===== config.mk =====
export PLATFORM = sky130hd
export DESIGN_NAME = mpsoc_apb_gpio
export DESIGN_NICKNAME = d
export VERILOG_FILES = /design/src/rtl/mpsoc_apb_gpio.sv
export SDC_FILE = /design/constraint.sdc
export NUM_CORES = 1
export LEC_CHECK = 0
export ABC_AREA = 1
export CORE_ASPECT_RATIO = 0.75
export CORE_MARGIN = 2
export CORE_UTILIZATION = 49
export CTS_CLUSTER_DIAMETER = 200
export DETAILED_ROUTE_END_ITERATION = 6
export PLACE_DENSITY = 0.86
export SKIP_CTS_REPAIR_TIMING = 1
export SYNTH_ARGS = -nofsm -noshare
export SYNTH_HDL_FRONTEND = slang
export SYNTH_SLANG_ARGS = --single-unit

===== constraint.sdc =====
create_clock -name PCLK -period 1.29 [get_ports PCLK]
set_input_delay 0.258 -clock PCLK [delete_from_list [all_inputs] [get_ports PCLK]]
set_output_delay 0.258 -clock PCLK [all_outputs]
set_load 0.005 [all_outputs]

===== src/rtl/mpsoc_apb_gpio.sv =====
// APB4 GPIO slave: per-pin direction, push-pull/open-drain output, synchronized inputs,
// and level/edge interrupt status with a masked, registered interrupt output.
module mpsoc_apb_gpio #(
  parameter int PADDR_SIZE = 10,
  parameter int PDATA_SIZE = 8,
  parameter int SYNC_DEPTH = 3
) (
  input  logic                  PCLK,
  input  logic                  PRESETn,
  input  logic                  PSEL,
  input  logic                  PENABLE,
  input  logic [PADDR_SIZE-1:0] PADDR,
  input  logic                  PWRITE,
  input  logic                  PSTRB,
  input  logic [PDATA_SIZE-1:0] PWDATA,
  output logic [PDATA_SIZE-1:0] PRDATA,
  output logic                  PREADY,
  output logic                  PSLVERR,
  input  logic [PDATA_SIZE-1:0] gpio_i,
  output logic [PDATA_SIZE-1:0] gpio_o,
  output logic [PDATA_SIZE-1:0] gpio_oe,
  output logic                  irq_o
);

  localparam int SD = (SYNC_DEPTH < 2) ? 2 : SYNC_DEPTH;

  localparam logic [2:0] A_MODE   = 3'd0;
  localparam logic [2:0] A_DIR    = 3'd1;
  localparam logic [2:0] A_OUT    = 3'd2;
  localparam logic [2:0] A_IN     = 3'd3;
  localparam logic [2:0] A_TRTYPE = 3'd4;
  localparam logic [2:0] A_TRPOL  = 3'd5;
  localparam logic [2:0] A_TRSTAT = 3'd6;
  localparam logic [2:0] A_IRQEN  = 3'd7;

  logic [PDATA_SIZE-1:0]         r_mode;
  logic [PDATA_SIZE-1:0]         r_dir;
  logic [PDATA_SIZE-1:0]         r_out;
  logic [PDATA_SIZE-1:0]         r_trtype;
  logic [PDATA_SIZE-1:0]         r_trpol;
  logic [PDATA_SIZE-1:0]         r_trstat;
  logic [PDATA_SIZE-1:0]         r_irqen;
  logic [PDATA_SIZE-1:0]         r_prev;
  logic                          r_irq;
  logic [SD-1:0][PDATA_SIZE-1:0] r_sync;

  logic                  w_legal;
  logic [2:0]            w_addr;
  logic                  w_commit;
  logic [PDATA_SIZE-1:0] w_in;
  logic [PDATA_SIZE-1:0] w_trig;
  logic [PDATA_SIZE-1:0] w_clr;

  assign w_legal  = (PADDR[PADDR_SIZE-1:3] == '0);
  assign w_addr   = PADDR[2:0];
  assign PREADY   = 1'b1;
  assign w_commit = PSEL & PENABLE & PWRITE & PSTRB & PREADY & w_legal;
  assign PSLVERR  = PSEL & PENABLE & ~w_legal;
  assign w_in     = r_sync[SD-1];
  assign w_clr    = (w_commit && (w_addr == A_TRSTAT)) ? PWDATA : '0;
  assign irq_o    = r_irq;

  // Open-drain pins only ever pull low, so they release the pad whenever OUT is 1.
  assign gpio_oe = r_dir & ~(r_mode & r_out);
  assign gpio_o  = r_out & ~r_mode;

  for (genvar gi = 0; gi < PDATA_SIZE; gi++) begin : g_trig
    assign w_trig[gi] = r_trtype[gi]
      ? ((w_in[gi] & ~r_prev[gi] & r_trpol[gi]) | (~w_in[gi] & r_prev[gi] & ~r_trpol[gi]))
      : ~(w_in[gi] ^ r_trpol[gi]);
  end

  always_ff @(posedge PCLK or negedge PRESETn) begin
    if (!PRESETn) begin
      r_sync <= '0;
      r_prev <= '0;
    end else begin
      r_sync <= {r_sync[SD-2:0], gpio_i};
      r_prev <= w_in;
    end
  end

  always_ff @(posedge PCLK or negedge PRESETn) begin
    if (!PRESETn) begin
      r_mode   <= '0;
      r_dir    <= '0;
      r_out    <= '0;
      r_trtype <= '0;
      r_trpol  <= '0;
      r_irqen  <= '0;
    end else if (w_commit) begin
      case (w_addr)
        A_MODE:   r_mode   <= PWDATA;
        A_DIR:    r_dir    <= PWDATA;
        A_OUT:    r_out    <= PWDATA;
        A_TRTYPE: r_trtype <= PWDATA;
        A_TRPOL:  r_trpol  <= PWDATA;
        A_IRQEN:  r_irqen  <= PWDATA;
        default:  ;
      endcase
    end
  end

  // A fresh trigger is OR-ed in after the clear, so set wins over W1C.
  always_ff @(posedge PCLK or negedge PRESETn) begin
    if (!PRESETn) begin
      r_trstat <= '0;
      r_irq    <= 1'b0;
    end else begin
      r_trstat <= (r_trstat & ~w_clr) | w_trig;
      r_irq    <= |(r_trstat & r_irqen);
    end
  end

  always_comb begin
    PRDATA = '0;
    if (PSEL && !PWRITE && w_legal) begin
      case (w_addr)
        A_MODE:   PRDATA = r_mode;
        A_DIR:    PRDATA = r_dir;
        A_OUT:    PRDATA = r_out;
        A_IN:     PRDATA = w_in;
        A_TRTYPE: PRDATA = r_trtype;
        A_TRPOL:  PRDATA = r_trpol;
        A_TRSTAT: PRDATA = r_trstat;
        default:  PRDATA = r_irqen;
      endcase
    end
  end

endmodule


==> qor.csv, run 1 <==
stage,metric,value,unit
layout,fill_cells,558,
route,drc,0,
layout,syn_to_final_growth,47.01,%
layout,drive_gt1_share,38.72,%
synthesis,ys_top_cells_by_area,"dfrtp_1, nand2_1, nand4_1",
min_path,hold_path.class,input pin to asynchronous set/reset pin,
grt,antenna_found_initial,0,
placed_design,dp_hpwl,8428,um
worst_setup_path,critPathLaunch,r_out[5],
synthesis,yosys.cell_types.count,31,
route,dr.pass1.iters,7,
synthesis,yosysTopAreaCell,dfrtp_1,
timing,rsz0062_at_grt,true,
timing,fin_skew,0.006193,ns
status,status,"complete, but fails checks",
clock_tree,cts_tree,yes,
synthesis,synth-main-ff-cell,dfrtp_1,
run,maxCapViolations,0,
route,ant_nets,0,
timing,timing.hold.ws,-0.06528,ns
floorplan,core_area,8491,um^2
grt,grt.total_usage,25.36,%
power,p_leak,3.237,nW
timing,setup_viol,28,
clock_tree,clockRootBuffer,clkbuf_16,
route,vias,4427,
status,violations,"hold timing, setup timing",
layout,final_nets,683,
clock_tree,ctsLongestPathBuffers,2,
timing,fin_crit_sh,126.6,%
worst_setup_path,cp.required,1.03,ns
worst_setup_path,crit_path_end_kind,primary output,
synthesis,syn_area,4304,um^2
route,routedWlPerCell,19.07,um
synthesis,synth_seq_cells,89,
worst_setup_path,critPathLaunchType,flop,
layout,stdcell_count,764,
grt,grt_start_max_net_pins,90,
layout,diodes,0,
worst_setup_path,cp_data_arrival_time,1.37,ns
clock_tree,cts.clk_slew.worst_paths,0.07,ns
timing,hold_violations,80,
worst_setup_path,crit_type,flop to primary output,
power,max-vdd-ir-drop,0.7156,mV
worst_setup_path,path_max_fanout,2,
synthesis,yosysSeqAreaShare,51.74,%
floorplan,dieArea,9557,um^2
floorplan,io_pins,59,
floorplan,start_util,50.69,%
synthesis,yosys_warnings,0,
route,drt_iter0_drc,549,
floorplan,die_w,112.2,um
grt,grt_pass1_wl,18750,um
placed_design,dp.cells,703,
timing,postLayoutSetupSlackWorst,-0.3430,ns
worst_setup_path,reg2reg_from,r_trtype[7],
power,finalPower,6.065,mW
clock_tree,clock_sinks,89,
route,wirelength,14570,um
synthesis,synth_edf_count,0,
clock_tree,htree_levels,3,
route,viasPerCell,5.795,
synthesis,synth_nets,520,
clock_tree,cts_buffers,9,
grt,grt_pass1_vias,3657,
synthesis,syn_avg_cell_area,8.820,um^2
timing,fmax,612.4,MHz
clock_tree,insertion_delay,0.34,ns
floorplan,die-height,85.17,um
synthesis,synthCells,488,
synthesis,synth_top_area_share,51.74,%
floorplan,row_count,29,
placed_design,gp_congestion,0.9981,
synthesis,synth-async-reset-ratio,100.0,%
timing,slew_viol_final,0,
timing,period_needed,1.633,ns
power,power.density,958.6,nW/um^2
placed_design,portBuffers,57,
grt,grt_overflow,0,
cells in the final DEF, fill, tap and decap left out, drive strengths merged:
cell type	netlist	layout
a21boi	8	8
a21oi	8	8
a22o	2	2
buf	20	128
bufinv	0	1
clkbuf	3	27
clkdlybuf4s50	0	16
clkinvlp	0	2
conb	1	1
dfrtp	89	89
dlymetal6s2s	0	9
inv	54	56
nand2	113	113
nand3	27	28
nand3b	3	6
nand4	42	42
nor2	50	52
nor3	2	2
o21ai	57	57
o22ai	1	1
o31ai	8	8
worst paths after layout:
kind	end	slack, ns	cells past startpoint
min in group PCLK	r_sync[5]	0.35	1
worst min-delay path	r_sync[1]	-0.07	2
max in group asynchronous	r_sync[11]	0.97	2
worst max register to register	r_trstat[7]	0.16	6
worst min register to register	w_in[4]	0.35	0
worst max-delay path	PRDATA[5]	-0.34	6
final cells by class:
cell class	count	area, um^2	share of cell area, %
Timing Repair Buffer	169	1451	22.94
Inverter	54	215.2	3.401
Sequential cell	89	2230	35.24
Multi-Input combinational cell	328	2001	31.62
Tap cell	108	135.1	2.136
Clock buffer	11	232.7	3.678
Clock inverter	5	62.56	0.9887
power by group:
group	internal (mW)	switching, mW	total, mW
sequential	2.84	0.0300	2.87
combinational	0.224	0.328	0.551
clock	1.52	1.12	2.64
sequential cells by signal (all words and copies together), names as in the netlist:
signal	flops
r_trpol	8
r_mode	8
irq_o	1
r_sync	16
r_trtype	8
r_trstat	8
r_out	8
r_prev	8
r_irqen	8
w_in	8
r_dir	8
worst max-delay path, stage by stage (launching register included):
cell     delay [ns]
dfrtp_1        0.40
buf_6          0.13
nand4_1        0.08
nand2_1        0.07
nor2_2         0.15
a21oi_2        0.07
buf_2          0.13
routing by layer:
metal  track usage (%)  wire (um)  vias to the layer above
met2             38.83       6806                      310
met1             36.77       5621                     2109
met5                 0          0                        -
li1                  -          -                     1958
met3             6.643       1713                       50
met4             5.654        424                        0
kinds of logic after synthesis:
family | Yosys count | share of synthesized area, %
compound gates | 84 | 12.30
flops | 89 | 51.74
other cells | 1 | 0.08713
buf+inv | 77 | 8.401
simple gates | 237 | 27.47
per-stage QoR:
stage	setup TNS [ns]	utilization (%)	instance area, um^2	worst slack (ns)
finish	-4.081	74.52	6327	-0.3430
global route	-5.391	74.52	6327	-0.3572
CTS	-35.84	68.51	5817	-1.127
detailed placement	-49.21	65.03	5522	-1.120
global placement	-46.40	65.03	5522	-1.082
floorplan	-0.5726	-	4354	-0.07158
cells in the mapped netlist, types with 2 or more instances:
| cell | instances |
|---|---|
| nand2_1 | 107 |
| dfrtp_1 | 89 |
| inv_1 | 52 |
| nor2_1 | 46 |
| nand4_1 | 42 |
| o21ai_0 | 33 |
| nand3_1 | 24 |
| o21ai_2 | 16 |
| buf_2 | 10 |
| a21boi_0 | 8 |
| a21oi_1 | 8 |
| o21ai_1 | 8 |
| o31ai_1 | 8 |
| buf_6 | 5 |
| nand2_2 | 5 |
| buf_4 | 3 |
| clkbuf_1 | 3 |
| nand3b_4 | 3 |
| a22o_1 | 2 |
| inv_2 | 2 |
| nand3_4 | 2 |
| nor2_4 | 2 |
| nor2_8 | 2 |
Power figures use the tool's default switching activity.
==> run 2: changes to the inputs <==
==> constraint.sdc (replaced) <==
create_clock -name PCLK -period 1.29 [get_ports PCLK]
set_input_delay 0.258 -clock PCLK [delete_from_list [all_inputs] [get_ports PCLK]]
set_output_delay 0.258 -clock PCLK [all_outputs]
set_load 0.05 [all_outputs]
==> qor.csv, run 2 (same netlist as run 1, synthesis figures left out) <==
stage,metric,value,unit
floorplan,core_area,8491,um^2
layout,syn_to_final_growth,55.73,%
timing,setup_viol,28,
timing,slew_viol_final,0,
layout,final_nets,657,
clock_tree,cts.clk_slew.worst_paths,0.07,ns
floorplan,start_util,50.69,%
layout,stdcell_count,738,
timing,rsz0062_at_grt,true,
status,violations,setup timing,
layout,layout_commonest_cell,nand2_1,
clock_tree,cts_tree,yes,
placed_design,dp_hpwl,8819,um
floorplan,row_count,29,
route,dr.pass1.iters,6,
power,power.density,927.6,nW/um^2
grt,busiest_layer,met1,
worst_setup_path,r2r_cells,6,
timing,period_needed,1.732,ns
timing,fin_skew,0.01223,ns
grt,grt_use_met2,39.59,%
floorplan,io_pins,59,
grt,use_met1,40.46,%
power,max-vdd-ir-drop,0.8217,mV
grt,met3_usage,7.857,%
floorplan,dieArea,9557,um^2
clock_tree,htree_levels,3,
layout,largest_register,r_sync,
placed_design,dp.cells,700,
layout,largest_register_ffs,16,
floorplan,die-height,85.17,um
timing,hold_violations,0,
worst_setup_path,critPathLaunchType,flop,
placed_design,pre_cts_ws,-0.7762,ns
grt,grt_pass1_wl,20300,um
clock_tree,clockRootBuffer,clkbuf_16,
grt,antenna_found_initial,0,
layout,diodes,0,
grt,grt_start_max_net_pins,42,
placed_design,gp_congestion,0.9130,
floorplan,die_w,112.2,um
route,viasPerCell,6.027,
min_path,hold_path.class,input pin to asynchronous set/reset pin,
route,wirelength,15040,um
clock_tree,insertion_delay,0.35,ns
layout,drive_gt1_share,39.05,%
route,drc,0,
clock_tree,ctsLongestPathBuffers,2,
grt,grt_overflow,0,
timing,postLayoutSetupSlackWorst,-0.4417,ns
worst_setup_path,cp.required,1.03,ns
worst_setup_path,path_max_fanout,3,
layout,fill_cells,497,
route,drt_iter0_drc,677,
grt,grt.total_usage,27.38,%
clock_tree,cts_buffers,9,
worst_setup_path,crit_type,flop to primary output,
run,maxCapViolations,0,
route,ant_nets,0,
status,status,"complete, but fails checks",
route,routedWlPerCell,20.38,um
worst_setup_path,crit_path_end_kind,primary output,
clock_tree,clock_sinks,89,
route,vias,4448,
timing,fmax,577.5,MHz
timing,fin_crit_sh,134.2,%
placed_design,portBuffers,57,
grt,grt_pass1_vias,3900,
worst_setup_path,cp_data_arrival_time,1.47,ns
power,p_leak,3.164,nW
layout,mostFrequentLayoutCells,"nand2_1, dfrtp_1, buf_4",
## run 2: cell count changes in the layout (fill, tap and decap cells not counted), sizes merged
cell and delta:
buf -13, clkbuf -9, dlymetal6s2s -5, clkinv +3, inv -2, dlygate4sd3 +1
nor2 -1
## run 2: final cells by class
type / count / area (um^2) / area share [%]
sequential: 89 / 2227 / 33.23
multi-input combinational: 327 / 2172 / 32.41
timing repair buffer: 144 / 1649 / 24.60
clock buffer: 10 / 229.0 / 3.416
inverter: 54 / 215.2 / 3.211
tap: 108 / 135.1 / 2.016
clock inverter: 6 / 75.07 / 1.120
## run 2: final timing paths
check                             from     endpoint  slack [ns]
max in group asynchronous      PRESETn    r_mode[3]        0.50
hold / removal                 PRESETn   r_sync[10]        0.32
setup / recovery            r_irqen[2]    PRDATA[2]       -0.44
min in group PCLK            gpio_i[6]    r_sync[6]        0.34
hold reg to reg              r_sync[3]   r_sync[11]        0.35
setup reg to reg           r_trtype[7]  r_trstat[7]        0.07
## run 2: per-stage QoR
| stage | TNS (ns) | total power [mW] | hold WS [ns] | instance area [um^2] | util, % |
|---|---|---|---|---|---|
| after global routing | -6.926 | 6.388 | 0.3346 | 6703 | 78.94 |
| after global placement | -41.85 | 3.448 | 0.1294 | 5847 | 68.86 |
| after CTS | -27.97 | 6.123 | -0.2308 | 6151 | 72.44 |
| after detailed placement | -44.01 | 3.465 | 0.1340 | 5847 | 68.86 |
| final | -6.106 | 6.218 | 0.3157 | 6703 | 78.94 |
| after floorplan | -2.736 | 3.144 | -0.03759 | 4467 | - |
## run 2: worst max-delay path, cell delays in order (launching register included)
cell and delay (ns):
dfrtp_1 0.38, inv_1 0.08, nand2_1 0.11, nand4_1 0.20, a21oi_4 0.21, buf_12 0.15
## run 2: report_power, final
group / total, mW / leakage [nW] / internal, mW / switching (mW)
Combinational: 0.633 / 1.89 / 0.256 / 0.377
Sequential: 2.87 / 1.13 / 2.84 / 0.0305
Clock: 2.71 / 0.145 / 1.53 / 1.18
Total: 6.22 / 3.16 / 4.63 / 1.59
## run 2: routing by layer
layer / vias up / part of all wire (%)
li1: 1908 / -
met1: 2131 / 38
met3: 70 / 12
met2: 339 / 46
met4: 0 / 4.1
met5: - / 0
==> run 3: changes to the inputs <==
ABC_AREA = not set   (was 1)
CORE_MARGIN = not set   (was 2)
PLACE_DENSITY = 0.87   (was 0.86)
==> qor.csv, run 3 <==
stage,metric,value,unit
floorplan,die_w,105.6,um
route,routedWlPerCell,24.99,um
synthesis,yosys_warnings,0,
clock_tree,cts_buffers,9,
route,drt_iter0_drc,383,
clock_tree,cts.clk_slew.worst_paths,0.10,ns
power,finalPower,5.343,mW
floorplan,start_util,52.10,%
run,maxCapViolations,0,
route,drc,0,
synthesis,synth-main-ff-cell,dfrtp_1,
timing,setup_viol,80,
clock_tree,htree_levels,3,
layout,largest_register_ffs,16,
route,dr.pass1.iters,5,
clock_tree,clock_sinks,89,
placed_design,portBuffers,57,
synthesis,synth_top_area_share,56.49,%
layout,final_nets,512,
synthesis,synth_edf_count,0,
timing,fin_crit_sh,162.3,%
grt,grt.total_usage,30.02,%
grt,grt_overflow,0,
status,status,"complete, but fails checks",
timing,fin_skew,0.01673,ns
timing,rsz0062_at_grt,true,
floorplan,die-height,79.68,um
placed_design,gp_congestion,0.8787,
clock_tree,cts_tree,yes,
power,comb_power_share,11.2,%
synthesis,synth_top_cells_by_count,"dfrtp_1, mux2_2, nand2_1, nor2b_1, nor3_1",
worst_setup_path,critPathLaunchType,flop,
route,wirelength,14670,um
floorplan,row_count,27,
timing,period_needed,2.094,ns
synthesis,synth_seq_cells,89,
grt,grt_pass1_wl,18450,um
synthesis,synth_nets,349,
route,ant_nets,0,
power,p_int,3.922,mW
power,pwr-share-seq,53.7,%
clock_tree,clockRootBuffer,clkbuf_8,
power,p_leak,2.977,nW
worst_setup_path,crit_path_end_kind,primary output,
floorplan,io_pins,59,
synthesis,ys_top_cells_by_area,"dfrtp_1, mux2_2, mux2_4",
worst_setup_path,reg2reg_from,r_trstat[5],
placed_design,postPlaceCellArea,5685,um^2
worst_setup_path,cp_data_arrival_time,1.84,ns
power,power.density,836.1,nW/um^2
synthesis,yosysTopAreaCell,dfrtp_1,
placed_design,dp_hpwl,8319,um
layout,layout_commonest_cell,dfrtp_1,
layout,finalInstanceArea,6391,um^2
route,vias,3691,
worst_setup_path,r2r_cells,4,
synthesis,synthCells,317,
synthesis,synth-async-reset-ratio,100.0,%
route,viasPerCell,6.288,
worst_setup_path,r2r_end,irq_o,
timing,fmax,477.6,MHz
layout,largest_register,r_sync,
timing,postLayoutSetupSlackWorst,-0.8038,ns
worst_setup_path,cp.required,1.03,ns
clock_tree,ctsLongestPathBuffers,2,
synthesis,yosysMostFrequentCell,dfrtp_1,
power,switching_share,26.60,%
layout,syn_to_final_growth,62.11,%
grt,grt_start_max_net_pins,37,
worst_setup_path,crit_type,flop to primary output,
synthesis,yosysSeqAreaShare,56.49,%
layout,drive_gt1_share,52.99,%
synthesis,syn_area,3943,um^2
worst_setup_path,path_max_fanout,2,
layout,fill_cells,336,
timing,hold_violations,0,
synthesis,yosys.cell_types.count,35,
timing,slew_viol_final,0,
layout,mostFrequentLayoutCells,"dfrtp_1, buf_4, mux2_2",
min_path,hold_path.class,input pin to asynchronous set/reset pin,
power,p_clk_share,35.1,%
synthesis,syn_avg_cell_area,12.44,um^2
power,p_switching,1.422,mW
power,max-vdd-ir-drop,0.6973,mV
status,violations,setup timing,
clock_tree,insertion_delay,0.38,ns
floorplan,core_area,7567,um^2
worst_setup_path,critPathLaunch,r_trtype[5],
grt,antenna_found_initial,1,
floorplan,dieArea,8412,um^2
worst_setup_path,r2r_setup_slack,-0.10,ns
grt,grt_pass1_vias,3548,
[run 3: cell count changes after synthesis, moves of 9 or more]
| cell | change |
|---|---|
| nor2b_1 | +17 |
| mux2i_1 | +11 |
| o21ai_2 | -16 |
| mux2_2 | +41 |
| a211o_1 | +9 |
| nand4_1 | -39 |
| nand3_1 | -18 |
| nor3_1 | +14 |
| inv_1 | -51 |
| nand2_1 | -84 |
| o21ai_0 | -20 |
| nor2_1 | -34 |
[run 3: worst max-delay path by stage]
stage	to	slack, ns
after floorplan	PRDATA[7]	-0.93
after global placement	r_trtype[2]	-1.02
after detailed placement	r_trtype[4]	-1.08
after CTS	PRDATA[3]	-1.09
after global routing	PRDATA[5]	-0.84
final	PRDATA[5]	-0.80
[run 3: kinds of logic (layout without fill, tap and decap cells)]
logic type,after synthesis,count (layout),synth area share [%]
buf+inv,17,185,2.031
other cells,1,2,0.09512
simple gates,92,92,12.41
mux,64,64,19.84
flops,89,89,56.49
compound gates,54,54,9.140
[run 3: layout make-up]
class                      instances  area [um^2]  share of cell area (%)
clock inverter                     4        27.53                  0.4307
tap                              101        126.4                   1.977
multi-input combinational        211         1989                   31.13
clock buffer                      12        155.1                   2.428
inverter                           1        3.754                 0.05873
antenna                            1        2.502                 0.03915
timing repair buffer             168         1859                   29.09
sequential                        89         2227                   34.85
[run 3: metal layers]
layer  GRT usage [%]  vias up  part of all wire (%)
li1                -     1480                     -
met1           36.23     1831                    37
met2           49.47      288                    47
met3           8.571       92                   9.9
met4           15.97        0                   6.4
met5               0        -                     0
[run 3: metrics by stage]
| stage | util [%] | TNS (ns) | hold slack (ns) | std cells | setup slack [ns] |
|---|---|---|---|---|---|
| global route | 84.46 | -22.40 | 0.3004 | 587 | -0.8395 |
| finish | 84.46 | -19.39 | 0.3110 | 587 | -0.8038 |
| CTS | 77.55 | -42.39 | -0.2101 | 571 | -1.091 |
| global placement | 75.13 | -54.25 | 0.1710 | 555 | -1.019 |
| detailed placement | 75.13 | -58.80 | 0.1786 | 555 | -1.075 |
| floorplan | - | -19.34 | -0.03759 | 317 | -0.9286 |
[run 3: worst max-delay path, stage by stage (launching register included)]
cell and delay (ns):
dfrtp_1 0.39, mux2i_2 0.10, a211o_4 0.36, a311oi_4 0.41, buf_12 0.19
[run 3: power groups by stage]
| stage | Sequential, mW | Combinational, mW | Clock, mW |
|---|---|---|---|
| final | 2.87 | 0.599 | 1.87 |
| after CTS | 2.87 | 0.503 | 1.81 |
| after global routing | 2.87 | 0.626 | 1.98 |
| after detailed placement | 2.92 | 0.496 | 0 |
| after floorplan | 2.92 | 0.159 | 0 |
| after global placement | 2.92 | 0.476 | 0 |
